## src/rtl/sigma_delta_pkg.sv

```systemverilog
// Shared constants and width helpers for the sigma-delta decimator.
package sigma_delta_pkg;

  localparam int DATA_W = 16;

  // Accumulator width for a two-stage CIC: input growth of 2*LOG2_R bits plus
  // one bit so that full scale (R^2) is representable.
  function automatic int acc_width(input int log2_r);
    return 2 * log2_r + 1;
  endfunction

  // Left shift that maps the comb range 0..R^2 onto the 16-bit output scale.
  function automatic int out_shift(input int log2_r);
    return (2 * log2_r <= DATA_W) ? (DATA_W - 2 * log2_r) : 0;
  endfunction

endpackage

```

## src/rtl/cic_comb_stage.sv

```systemverilog
// One CIC comb: holds the previous decimated input and presents the
// difference against it. The delay register advances only on i_en.
module cic_comb_stage
  import sigma_delta_pkg::*;
#(
  parameter int W = acc_width(5)
) (
  input  logic         i_clk,
  input  logic         i_res,
  input  logic         i_en,
  input  logic [W-1:0] i_x,
  output logic [W-1:0] o_diff
);

  logic [W-1:0] dly;

  // Difference is combinational so two stages can be chained in one clock.
  assign o_diff = i_x - dly;

  // Capture the current input as the delay for the next decimated sample.
  always_ff @(posedge i_clk or negedge i_res) begin
    if (!i_res) dly <= '0;
    else if (i_en) dly <= i_x;
  end

endmodule

```

## src/rtl/sigma_delta_decimator.sv

```systemverilog
// Sinc2 CIC decimator: turns a 1-bit sigma-delta stream into 16-bit unsigned
// samples (duty d -> d*65536) with a valid/ready output and sticky overrun.
module sigma_delta_decimator
  import sigma_delta_pkg::*;
#(
  parameter int LOG2_R  = 5,
  parameter bit SYNC_EN = 1'b1
) (
  input  logic              i_clk,
  input  logic              i_res,
  input  logic              i_ce,
  input  logic              i_bit,
  input  logic              i_ready,
  input  logic              i_clr_ovr,
  output logic [DATA_W-1:0] o_data,
  output logic              o_valid,
  output logic              o_overrun
);

  localparam int W     = acc_width(LOG2_R);
  localparam int SHIFT = out_shift(LOG2_R);
  // Full scale R^2 is the only value that needs the top accumulator bit.
  localparam logic [W-1:0] FULL = {1'b1, {(W-1){1'b0}}};

  logic [1:0]        sync_q;
  logic              x;
  logic [W-1:0]      int1, int2;
  logic [LOG2_R-1:0] cnt;
  logic              strobe, strobe_d;
  logic [W-1:0]      comb1_diff, comb2_diff, comb2_q;
  logic [DATA_W-1:0] scaled;
  logic [1:0]        warm_cnt;
  logic              load;

  // Two-flop synchroniser for the asynchronous bitstream.
  always_ff @(posedge i_clk or negedge i_res) begin
    if (!i_res) sync_q <= 2'b00;
    else        sync_q <= {sync_q[0], i_bit};
  end

  assign x = SYNC_EN ? sync_q[1] : i_bit;

  // Integrators, decimation counter and decimate strobe, all gated by i_ce.
  always_ff @(posedge i_clk or negedge i_res) begin
    if (!i_res) begin
      int1   <= '0;
      int2   <= '0;
      cnt    <= '0;
      strobe <= 1'b0;
    end else begin
      strobe <= i_ce && (cnt == '1);
      if (i_ce) begin
        int1 <= int1 + W'(x);
        int2 <= int2 + int1;
        cnt  <= cnt + LOG2_R'(1);
      end
    end
  end

  cic_comb_stage #(.W(W)) u_comb1 (
    .i_clk  (i_clk),
    .i_res  (i_res),
    .i_en   (strobe),
    .i_x    (int2),
    .o_diff (comb1_diff)
  );

  cic_comb_stage #(.W(W)) u_comb2 (
    .i_clk  (i_clk),
    .i_res  (i_res),
    .i_en   (strobe),
    .i_x    (comb1_diff),
    .o_diff (comb2_diff)
  );

  // Register the comb result and delay the strobe to time the scaler.
  always_ff @(posedge i_clk or negedge i_res) begin
    if (!i_res) begin
      comb2_q  <= '0;
      strobe_d <= 1'b0;
    end else begin
      strobe_d <= strobe;
      if (strobe) comb2_q <= comb2_diff;
    end
  end

  // Scale 0..R^2 onto 16 bits; exact full scale would wrap, so saturate it.
  always_comb begin
    scaled = '0;
    if (comb2_q == FULL) scaled = '1;
    else                 scaled = DATA_W'(comb2_q[W-2:0]) << SHIFT;
  end

  assign load = strobe_d && (warm_cnt == 2'd2);

  // Warm-up discard of the first two results, then the output handshake.
  always_ff @(posedge i_clk or negedge i_res) begin
    if (!i_res) begin
      warm_cnt  <= 2'd0;
      o_data    <= '0;
      o_valid   <= 1'b0;
      o_overrun <= 1'b0;
    end else begin
      if (strobe_d && (warm_cnt != 2'd2)) warm_cnt <= warm_cnt + 2'd1;
      if (load) begin
        o_data  <= scaled;
        o_valid <= 1'b1;
        if (o_valid && !i_ready) o_overrun <= 1'b1;
        else if (i_clr_ovr)      o_overrun <= 1'b0;
      end else begin
        if (o_valid && i_ready) o_valid <= 1'b0;
        if (i_clr_ovr)          o_overrun <= 1'b0;
      end
    end
  end

endmodule

```

## config.mk

```make
export PLATFORM = sky130hd
export DESIGN_NAME = sigma_delta_decimator
export DESIGN_NICKNAME = d
export VERILOG_FILES = /design/src/rtl/sigma_delta_pkg.sv /design/src/rtl/cic_comb_stage.sv /design/src/rtl/sigma_delta_decimator.sv
export SDC_FILE = /design/constraint.sdc
export NUM_CORES = 1
export LEC_CHECK = 0
export CAP_MARGIN = 20
export CORE_UTILIZATION = 35
export DETAILED_ROUTE_END_ITERATION = 6
export PLACE_DENSITY = 0.51
export REMOVE_ABC_BUFFERS = 1
export SLEW_MARGIN = 30
export SYNTH_ARGS = -nofsm -noshare
export SYNTH_HDL_FRONTEND = slang
export SYNTH_SLANG_ARGS = --single-unit
```

## constraint.sdc

```tcl
create_clock -name i_clk -period 5.85 [get_ports i_clk]
set_input_delay 1.17 -clock i_clk [delete_from_list [all_inputs] [get_ports i_clk]]
set_output_delay 1.17 -clock i_clk [all_outputs]
set_load 0.005 [all_outputs]
```

==> out/results.txt, run 1 <==
worst skew pair latency = 0.34 ns
die outline height = 114 µm
crit path launch = int2[1]
R2R Setup Slk = 2.21 ns
CP cell instances = ha_1 -> nor2b_1 -> o21ai_0 -> a21boi_0 -> o21ai_0 -> a21oi_1 -> xor2_1 -> ha_1 -> or3_1 -> or3_1 -> a221o_1 -> xnor2_2 -> xnor2_1 -> a21oi_1
Critical Path Slowest Stage Cell = dfrtp_1
Reg-to-Reg End = comb2_q[10]
Final ANT Viol Nets = 0
Final Skew = 0.00412 ns
initial antenna violation count = 0
CP startpoint kind = flip-flop
f_max = 275 MHz
setup_tns = 0 ns
row cnt = 40
Worst Hold Path EP = sync_q[1]
Worst R2R Path Depth = 14
Synth Cell Area = 4360 µm²
placer congestion estimate = 0.732
max-slew violations = 0
Clk pin slew, worst setup/hold paths = 0.06 ns
fin crit share = 62.2%
Ys Warns = 0
WP data required = 6.04 ns
Worst-Margin Slew = 0.709 ns
DRC violations left = 0
top_reg_cell synth = dfrtp_1
Slew HR = 52.7%
Final min period = 3.64 ns
first-pass GRT wire length = 13200 µm
antenna cells = 0
largest net degree at the start of global routing = 80
status = completed
Longest Clk Path Bufs = 2
Worst VDD drop = 0.312 mV
share of layout cells above drive strength 1 = 9.11%
Overflow after GRT = 0
critical path arrival = 3.83 ns
depth of the CTS H-tree = 3
Power Density = 624 nW/µm²
drt wl/cell = 11.8 µm
count of cell types in the netlist = 43
GRT Total Usage = 13.1%
synthesized instance count = 438
syn avg cell area = 9.95 µm²
CTS tree = done
CP max stage delay = 0.44 ns
WHS Path Cells = 0
# nets final = 501
ys async rst share = 100%
die width = 114 µm
hold_sp = sync_q[0]
clock sink count = 79
crit path kind = reg -> reg
Die Area = 12900 µm²
hold-fix buffers at CTS = 0
Synth Register Bits = 79
DRT Pass-1 Iters = 4
CTS buffer count = 9
Initial Util = 36.1%
Pwr Total = 3.15 mW
Total Routed Length = 7440 µm
post-DP HPWL = 5290 µm
Via density = 4.72
critical path fanouts, max = 5
final hold vios = 0
Port Buf Inserts = 23
Placed Cells = 614
DR vias = 2972
FF-to-FF Start = int2[1]
non-filler cells, final = 629
area growth from synthesis to layout = 15.8%
vias in the first global route = 2876
Post-synth EDFFs = 0
post_cts resized = 0
Max Cap Viol = 0
Ports = 24
sequential share of the synthesized area = 45.4%
Finish-stage setup viols = 0
Iteration-0 DRC Markers = 76
Critical Path End Type = flip-flop
post-CTS setup buffers = 0
worst hold path type = reg -> reg
unrepaired setup endpoints after global routing = false
core outline area = 12100 µm²
root buffer cell = clkbuf_16
Pleak = 2.25 nW
## cells by family after synthesis
logic type	after synthesis	synth area share (%)
xor+xnor	32	6.61
simple gates	125	13.4
compound gates	92	13.0
mux	21	5.37
flops	79	45.4
buf+inv	51	4.82
fa+ha+maj	38	11.4
## power by group
group	leakage, nW	switching (mW)	internal, mW
registers	1.05	0.109	0.697
clock network	0.155	0.212	0.381
logic	1.05	0.925	0.822
## worst max-delay path, delay by kind of cell, from the launching register on
kind                     cells  cell delay (ns)
AO/OA/AOI/OAI                6             1.20
AND/OR/NAND/NOR              3             0.88
adder cells (fa/ha/maj)      2             0.52
XOR/XNOR                     3             0.44
flip-flops                   1             0.44
## metrics by stage
step / hold WS [ns] / cell area, µm² / worst slack (ns) / util, %
after floorplan: 0.331 / 4270 / 2.47 / -
after global placement: 0.335 / 4730 / 2.23 / 39.2
after detailed placement: 0.347 / 4730 / 2.19 / 39.2
after CTS: 0.360 / 5040 / 2.16 / 41.8
after global routing: 0.361 / 5040 / 1.94 / 41.8
final: 0.355 / 5040 / 2.21 / 41.8
## cell usage after synthesis (9+ instances only)
master | count | area share (%)
a21oi_1 | 15 | 1.7
nand3_1 | 12 | 1.4
mux2_2 | 19 | 4.9
ha_1 | 35 | 10
xnor2_1 | 21 | 4.2
o21ai_0 | 36 | 4.1
dfrtp_1 | 79 | 45
clkbuf_1 | 11 | 0.95
o21a_1 | 9 | 1.6
inv_1 | 34 | 2.9
xor2_1 | 10 | 2.0
nand2_1 | 53 | 4.6
nor2_1 | 21 | 1.8
## how the worst max path moves through the flow
stage                  end
6_report       comb2_q[10]
5_1_grt        comb2_q[10]
4_1_cts        comb2_q[10]
3_5_place_dp   comb2_q[10]
3_3_place_gp   comb2_q[10]
2_1_floorplan  comb2_q[10]
## state kept, by name, summed over array words and instances (netlist names), 2 cells and up
register / cells
comb2_q: 11
cnt: 5
o_data: 11
warm_cnt: 2
int2: 11
u_comb2.dly: 11
int1: 11
sync_q: 2
u_comb1.dly: 11
## placed cells by master (no fill, tap or decap), types with 15 or more instances in the layout
master / n
a21oi_1: 15
o21ai_0: 36
clkdlybuf4s50_1: 22
nor2_1: 21
dfrtp_1: 79
nand2_1: 53
mux2_2: 19
xnor2_1: 21
ha_1: 35
inv_1: 34
## layer usage
layer  vias to the layer above  track usage (%)  wire, µm  part of all wire (%)
met2                        36             21.9      3550                    48
met1                      1386             15.8      3520                    47
li1                       1538                -         -                     -
met4                         0             5.26       125                   1.7
met3                        12             3.83       250                   3.4
met5                         -                0         0                     0
## final cells by class
cell class / instances / area [µm²]
clock buffers: 11 / 243
clock inverters: 4 / 70.1
fillers: 1217 / 7020
inverters: 34 / 128
multi-input cells: 308 / 2170
flip-flops and latches: 79 / 1980
well taps: 168 / 210
repair buffers: 25 / 246
(Power assumes the default switching activity.)
==> run 2: changes to the inputs <==
==> constraint.sdc (replaced) <==
create_clock -name i_clk -period 3.7 [get_ports i_clk]
set_input_delay 0.74 -clock i_clk [delete_from_list [all_inputs] [get_ports i_clk]]
set_output_delay 0.74 -clock i_clk [all_outputs]
set_load 0.005 [all_outputs]
==> run 2 against run 1 <==
  * Count of clock-buffer cells in the layout rose by 2
  * Worst hold slack improved by 0.0029 ns
  * Largest power group unchanged
  * Sequential cell count stayed put
  * First-iteration DRC count is 9.2% higher
  * Sequential power up 59%
  * Global-route usage rose by 0.75 points
  * Critical path depth rose by 1
==> out/results.txt, run 2 (synthesis gave the netlist of run 1 again) <==
Worst R2R Path Depth = 15 (+1)
Reg-to-Reg End = comb2_q[10]
CP startpoint kind = flip-flop
Setup WS pre-CTS = 0.0586 ns (-2.13 ns)
worst hold path type = reg -> reg
max-slew violations = 0 (unchanged)
post-CTS setup buffers = 0 (unchanged)
crit path kind = reg -> reg
row cnt = 40 (unchanged)
share of layout cells above drive strength 1 = 11.2% (+2.0 points)
largest net degree at the start of global routing = 66 (-18%)
Sw Pwr = 2.02 mW (+62%)
Fillers = 1210 (-0.58%)
worst skew pair latency = 0.34 ns (about the same)
FF-to-FF Start = u_comb1.dly[1]
Total Routed Length = 7790 µm (+4.7%)
CTS buffer count = 9 (unchanged)
fin crit share = 94.3% (+32 points)
Overflow after GRT = 0 (unchanged)
status = completed
f_max = 286 MHz (+4.3%)
Worst Hold Path EP = sync_q[1]
DRC violations left = 0 (unchanged)
Clk pin slew, worst setup/hold paths = 0.06 ns (about the same)
vias in the first global route = 3023 (+5.1%)
WP data required = 3.89 ns (-2.15 ns)
hold_sp = sync_q[0]
core outline area = 12100 µm² (unchanged)
Initial Util = 36.1% (unchanged)
Comb pwr share = 56.1% (+0.6 points)
Final min period = 3.49 ns (-0.149 ns)
most frequent cells in the layout = dfrtp_1 (78), nand2_1 (53), inv_1 (34), o21ai_0 (34), ha_1 (34)
Critical Path Slowest Stage Cell = or3_1
clock power share = 18.5% (-0.4 points)
Max Cap Viol = 0 (unchanged)
root buffer cell = clkbuf_16
clock sink count = 79 (unchanged)
CTS tree = done
antenna cells = 0 (unchanged)
Worst VDD drop = 0.433 mV (+39%)
first-pass GRT wire length = 13800 µm (+4.6%)
post-DP HPWL = 5730 µm (+8.3%)
Finish-stage setup viols = 0 (unchanged)
Final ANT Viol Nets = 0 (unchanged)
Power Internal = 3.03 mW (+59%)
Slew HR = 45.8% (-6.9 points)
Critical Path End Type = flip-flop
depth of the CTS H-tree = 3 (unchanged)
hold-fix buffers at CTS = 0 (unchanged)
GRT Total Usage = 13.8% (+0.75 points)
drt wl/cell = 12.3 µm (+3.8%)
Final Util = 42.2% (+0.38 points)
CP cell instances = inv_1 -> ha_1 -> nor2b_1 -> o21ai_1 -> a21boi_1 -> o21ai_1 -> nor2b_2 -> xnor2_1 -> ha_1 -> or3_1 -> or3_4 -> a221o_1 -> xnor2_2 -> xnor2_1 -> a21oi_1
Seq pwr share = 25.3% (-0.3 points)
DRT Pass-1 Iters = 4 (unchanged)
placer congestion estimate = 0.789 (+7.8%)
area growth from synthesis to layout = 16.8%
Die Area = 12900 µm² (unchanged)
CP max stage delay = 0.38 ns (-0.06 ns)
Iteration-0 DRC Markers = 83 (+9.2%)
critical path fanouts, max = 4 (-1)
DR vias = 3047 (+2.5%)
die width = 114 µm (unchanged)
Ports = 24 (unchanged)
Pleak = 2.28 nW (+0.92%)
Worst-Margin Slew = 0.813 ns (+0.103 ns)
die outline height = 114 µm (unchanged)
Power Density = 991 nW/µm² (+59%)
sw frac = 40.0% (+0.40 points)
WHS Path Cells = 0 (unchanged)
Longest Clk Path Bufs = 2 (unchanged)
initial antenna violation count = 0 (unchanged)
Port Buf Inserts = 23 (unchanged)
critical path arrival = 3.68 ns (-0.15 ns)
Final Skew = 0.00812 ns (+0.00400 ns)
final hold vios = 0 (unchanged)
setup slack after layout = 0.209 ns (-2.00 ns)
Via density = 4.81 (+1.7%)
# nets final = 505 (+0.80%)
most common cell after layout, fill and taps aside = dfrtp_1
R2R Setup Slk = 0.21 ns (-2.00 ns)
## run 2: cell types whose count changed in the layout (fill, tap and decap cells not counted), sizes merged
cell / before / now
inv: 34 / 36
bufinv: 2 / 1
clkbuf: 11 / 13
clkinv: 2 / 0
buf: 3 / 7
## run 2: cell type report
cell class	count	area, µm²	share of cell area (%)
Clock buffer	13	270	5.31
Clock inverter	3	47.5	0.934
Inverter	34	128	2.51
Multi-Input combinational cell	308	2180	42.9
Sequential cell	79	1980	38.9
Tap cell	168	210	4.13
Timing Repair Buffer	29	273	5.36
## run 2: what timing repair did
item / CTS / global route
gates resized for setup: 1 / 6
endpoints found under the setup margin: 1 / 1
pin swaps: 0 / 1
## run 2: how the worst max path moves through the flow
| stage | startpoint | endpoint | slack, ns | cells after the start |
|---|---|---|---|---|
| global route | u_comb1.dly[1] | comb2_q[10] | -0.02 | 15 |
| global placement | u_comb1.dly[1] | comb2_q[10] | 0.11 | 15 |
| floorplan | int2[1] | comb2_q[10] | 0.32 | 14 |
| CTS | u_comb1.dly[1] | comb2_q[10] | 0.09 | 15 |
| detailed placement | u_comb1.dly[1] | comb2_q[10] | 0.06 | 15 |
| finish | u_comb1.dly[1] | comb2_q[10] | 0.21 | 15 |
## run 2: power groups by stage
stage	clock (mW)	sequential [mW]	combinational [mW]
floorplan	0	1.25	2.26
global placement	0	1.29	2.73
detailed placement	0	1.30	2.79
CTS	0.973	1.28	2.82
global route	1.00	1.32	3.23
finish	0.935	1.28	2.83
## run 2: through the flow
step / total power [mW] / hold slack (ns) / cell area [µm²] / TNS [ns] / instances
after detailed placement: 4.09 / 0.347 / 4760 / 0 / 618
after floorplan: 3.51 / 0.331 / 4270 / 0 / 421
after global routing: 5.55 / 0.368 / 5090 / -0.0180 / 634
final: 5.04 / 0.358 / 5090 / 0 / 634
after CTS: 5.07 / 0.361 / 5080 / 0 / 634
after global placement: 4.02 / 0.344 / 4760 / 0 / 618
## run 2: layer usage
layer / GRT usage, % / up-vias / part of all wire (%) / wire [µm]
li1: - / 1557 / - / -
met1: 15.7 / 1433 / 45 / 3530
met2: 24.4 / 42 / 50 / 3860
met3: 3.19 / 15 / 2.9 / 222
met4: 6.84 / 0 / 2.2 / 171
met5: 0 / - / 0 / 0
## run 2: worst max-delay path: cells and delay by family (launching register included)
family                   cells  cell delay (ns)
AND/OR/NAND/NOR              4             1.10
XOR/XNOR                     3             0.37
flip-flops                   1             0.36
buffers and inverters        1             0.11
adder cells (fa/ha/maj)      2             0.47
AO/OA/AOI/OAI                5             0.94
==> run 3: changes to the inputs <==
--- a/config.mk
+++ b/config.mk
@@ -5,10 +5,9 @@
 export SDC_FILE = /design/constraint.sdc
 export NUM_CORES = 1
 export LEC_CHECK = 0
-export CAP_MARGIN = 20
 export CORE_UTILIZATION = 35
 export DETAILED_ROUTE_END_ITERATION = 6
-export PLACE_DENSITY = 0.51
+export PLACE_DENSITY = 0.56
 export REMOVE_ABC_BUFFERS = 1
 export SLEW_MARGIN = 30
 export SYNTH_ARGS = -nofsm -noshare
==> run 3 against run 2 <==
  * Routed wire length down 4.3%
  * Clock skew down 0.0013 ns
  * Via count down 1.5%
  * Sequential cell count unchanged
  * Non-clock buffer count down 3
  * Cell count down 0.47%
  * Combinational power about the same
  * First-iteration DRC count up 14%
  * Register-to-register slack about the same
  * Global-route usage down 0.88 points
  * Critical path type unchanged
  * Largest power group unchanged
  * Highest routed layer unchanged
==> out/results.txt, run 3 (synthesis gave the netlist of run 1 again) <==
clock sink count = 79 (unchanged)
Seq pwr share = 25.5% (+0.2 points)
Port Buf Inserts = 23 (unchanged)
f_max = 287 MHz (+0.23%)
CP startpoint kind = flip-flop
Via density = 4.76 (-1.0%)
Fillers = 1200 (-0.83%)
unrepaired setup endpoints after global routing = false
Final min period = 3.48 ns (-0.00798 ns)
drt wl/cell = 11.8 µm (-3.8%)
root buffer cell = clkbuf_16
area growth from synthesis to layout = 15.9%
antenna cells = 0 (unchanged)
critical path arrival = 3.67 ns (about the same)
Die Area = 12900 µm² (unchanged)
max-slew violations = 0 (unchanged)
Critical Path End Type = flip-flop
Power Density = 986 nW/µm² (-0.54%)
CP cell instances = inv_1 -> ha_1 -> inv_1 -> fa_1 -> nand2_1 -> a21oi_1 -> o21a_1 -> nor2_1 -> xnor2_1 -> ha_1 -> or3_1 -> or3_1 -> a221o_1 -> xnor2_2 -> xnor2_1 -> a21oi_1
WHS Path Cells = 0 (unchanged)
share of layout cells above drive strength 1 = 9.94% (-1.2 points)
crit path kind = reg -> reg
core outline area = 12100 µm² (unchanged)
most frequent cells in the layout = dfrtp_1 (79), nand2_1 (53), ha_1 (35)
worst skew pair latency = 0.33 ns (about the same)
CP max stage delay = 0.39 ns (about the same)
Power Internal = 2.97 mW (-1.7%)
clock power share = 18.1% (-0.4 points)
initial antenna violation count = 0 (unchanged)
DRT Pass-1 Iters = 4 (unchanged)
hold-fix buffers at CTS = 0 (unchanged)
Worst VDD drop = 0.383 mV (-12%)
post-DP HPWL = 5210 µm (-9.1%)
Hold Slack = 0.352 ns (-0.00562 ns)
Final Skew = 0.00682 ns (-0.00130 ns)
largest net degree at the start of global routing = 80 (+21%)
dpl cell area = 4740 µm² (-0.42%)
footprint of the multi-input gates = 2170 µm² (-0.46%)
Initial Util = 36.1% (unchanged)
Pleak = 2.26 nW (-0.81%)
setup_tns = 0 ns (unchanged)
status = completed
Critical Path Slowest Stage Cell = dfrtp_1
Sw Pwr = 2.00 mW (-0.71%)
Max Cap Viol = 0 (unchanged)
Iteration-0 DRC Markers = 95 (+14%)
setup slack after layout = 0.217 ns (+0.00798 ns)
depth of the CTS H-tree = 3 (unchanged)
Setup WS pre-CTS = 0.120 ns (+0.0613 ns)
Reg area = 1980 µm² (about the same)
Total Routed Length = 7450 µm (-4.3%)
DR vias = 3001 (-1.5%)
CTS tree = done
critical path fanouts, max = 5 (+1)
CTS buffer count = 9 (unchanged)
Comb pwr share = 56.4% (+0.3 points)
Worst-Margin Slew = 0.735 ns (-0.0774 ns)
die outline height = 114 µm (unchanged)
final hold vios = 0 (unchanged)
fin crit share = 94.1% (-0.22 points)
vias in the first global route = 2906 (-3.9%)
# nets final = 502 (-0.59%)
placer congestion estimate = 0.777 (-1.5%)
row cnt = 40 (unchanged)
GRT Total Usage = 13.0% (-0.88 points)
post-CTS setup buffers = 0 (unchanged)
DRC violations left = 0 (unchanged)
Worst R2R Path Depth = 16 (+1)
Overflow after GRT = 0 (unchanged)
die width = 114 µm (unchanged)
Final ANT Viol Nets = 0 (unchanged)
first-pass GRT wire length = 13300 µm (-3.9%)
Clk pin slew, worst setup/hold paths = 0.06 ns (about the same)
most common cell after layout, fill and taps aside = dfrtp_1
Pwr Total = 4.98 mW (-1.3%)
Longest Clk Path Bufs = 2 (unchanged)
Ports = 24 (unchanged)
worst hold path type = reg -> reg
Finish-stage setup viols = 0 (unchanged)
fin area = 5050 µm² (-0.76%)
WP data required = 3.89 ns (about the same)
sw frac = 40.3% (+0.24 points)
Slew HR = 51.0% (+5.2 points)
==> run 3: path summary, 6_finish.rpt <==
kind / start / endpoint / slack, ns
setup / recovery: int2[0] / comb2_q[10] / 0.22
hold / removal: sync_q[0] / sync_q[1] / 0.35
setup reg to reg: int2[0] / comb2_q[10] / 0.22
hold reg to reg: sync_q[0] / sync_q[1] / 0.35
max in group asynchronous: i_res / cnt[3] / 2.75
min in group asynchronous: i_res / o_overrun / 0.41
==> run 3: metrics by stage <==
step                instances  utilization, %
CTS                       631            41.8
finish                    631            41.9
global placement          615            39.3
detailed placement        615            39.3
floorplan                 421               -
global route              631            41.9
==> run 3: metal layers <==
| metal | up-vias | track usage (%) | wire length, µm |
|---|---|---|---|
| li1 | 1547 | - | - |
| met2 | 36 | 21.9 | 3490 |
| met4 | 0 | 4.21 | 108 |
| met5 | - | 0 | 0 |
| met3 | 9 | 3.51 | 219 |
| met1 | 1409 | 16.0 | 3640 |
==> run 3: repair_timing <==
item | 4_1_cts | 5_1_grt
gates resized for setup | 0 | 4
endpoints found under the setup margin | 0 | 1
endpoints found under the hold margin | 0 | 0
==> run 3: cell type report <==
cell class,count,share of cell area [%]
Multi-Input combinational cell,308,43.0
Sequential cell,79,39.1
Timing Repair Buffer,26,5.03
Clock buffer,11,5.00
Tap cell,168,4.16
Inverter,34,2.53
Clock inverter,5,1.11
==> run 3: critical path: cells and delay by family, from the launching register on <==
family	cells	cell delay [ns]
AOI/OAI and AO/OA	4	0.72
xor gates and xnor gates	3	0.37
adders and majority gates	3	0.79
buffers and inverters	2	0.13
DFF	1	0.39
and+or+nand+nor	4	0.92
==> run 3: power groups by stage <==
stage,logic [mW],registers [mW],clock network (mW)
final,2.81,1.27,0.902
after global routing,3.18,1.31,0.966
after CTS,2.81,1.27,0.926
after detailed placement,2.78,1.28,0
after global placement,2.71,1.28,0
after floorplan,2.26,1.25,0
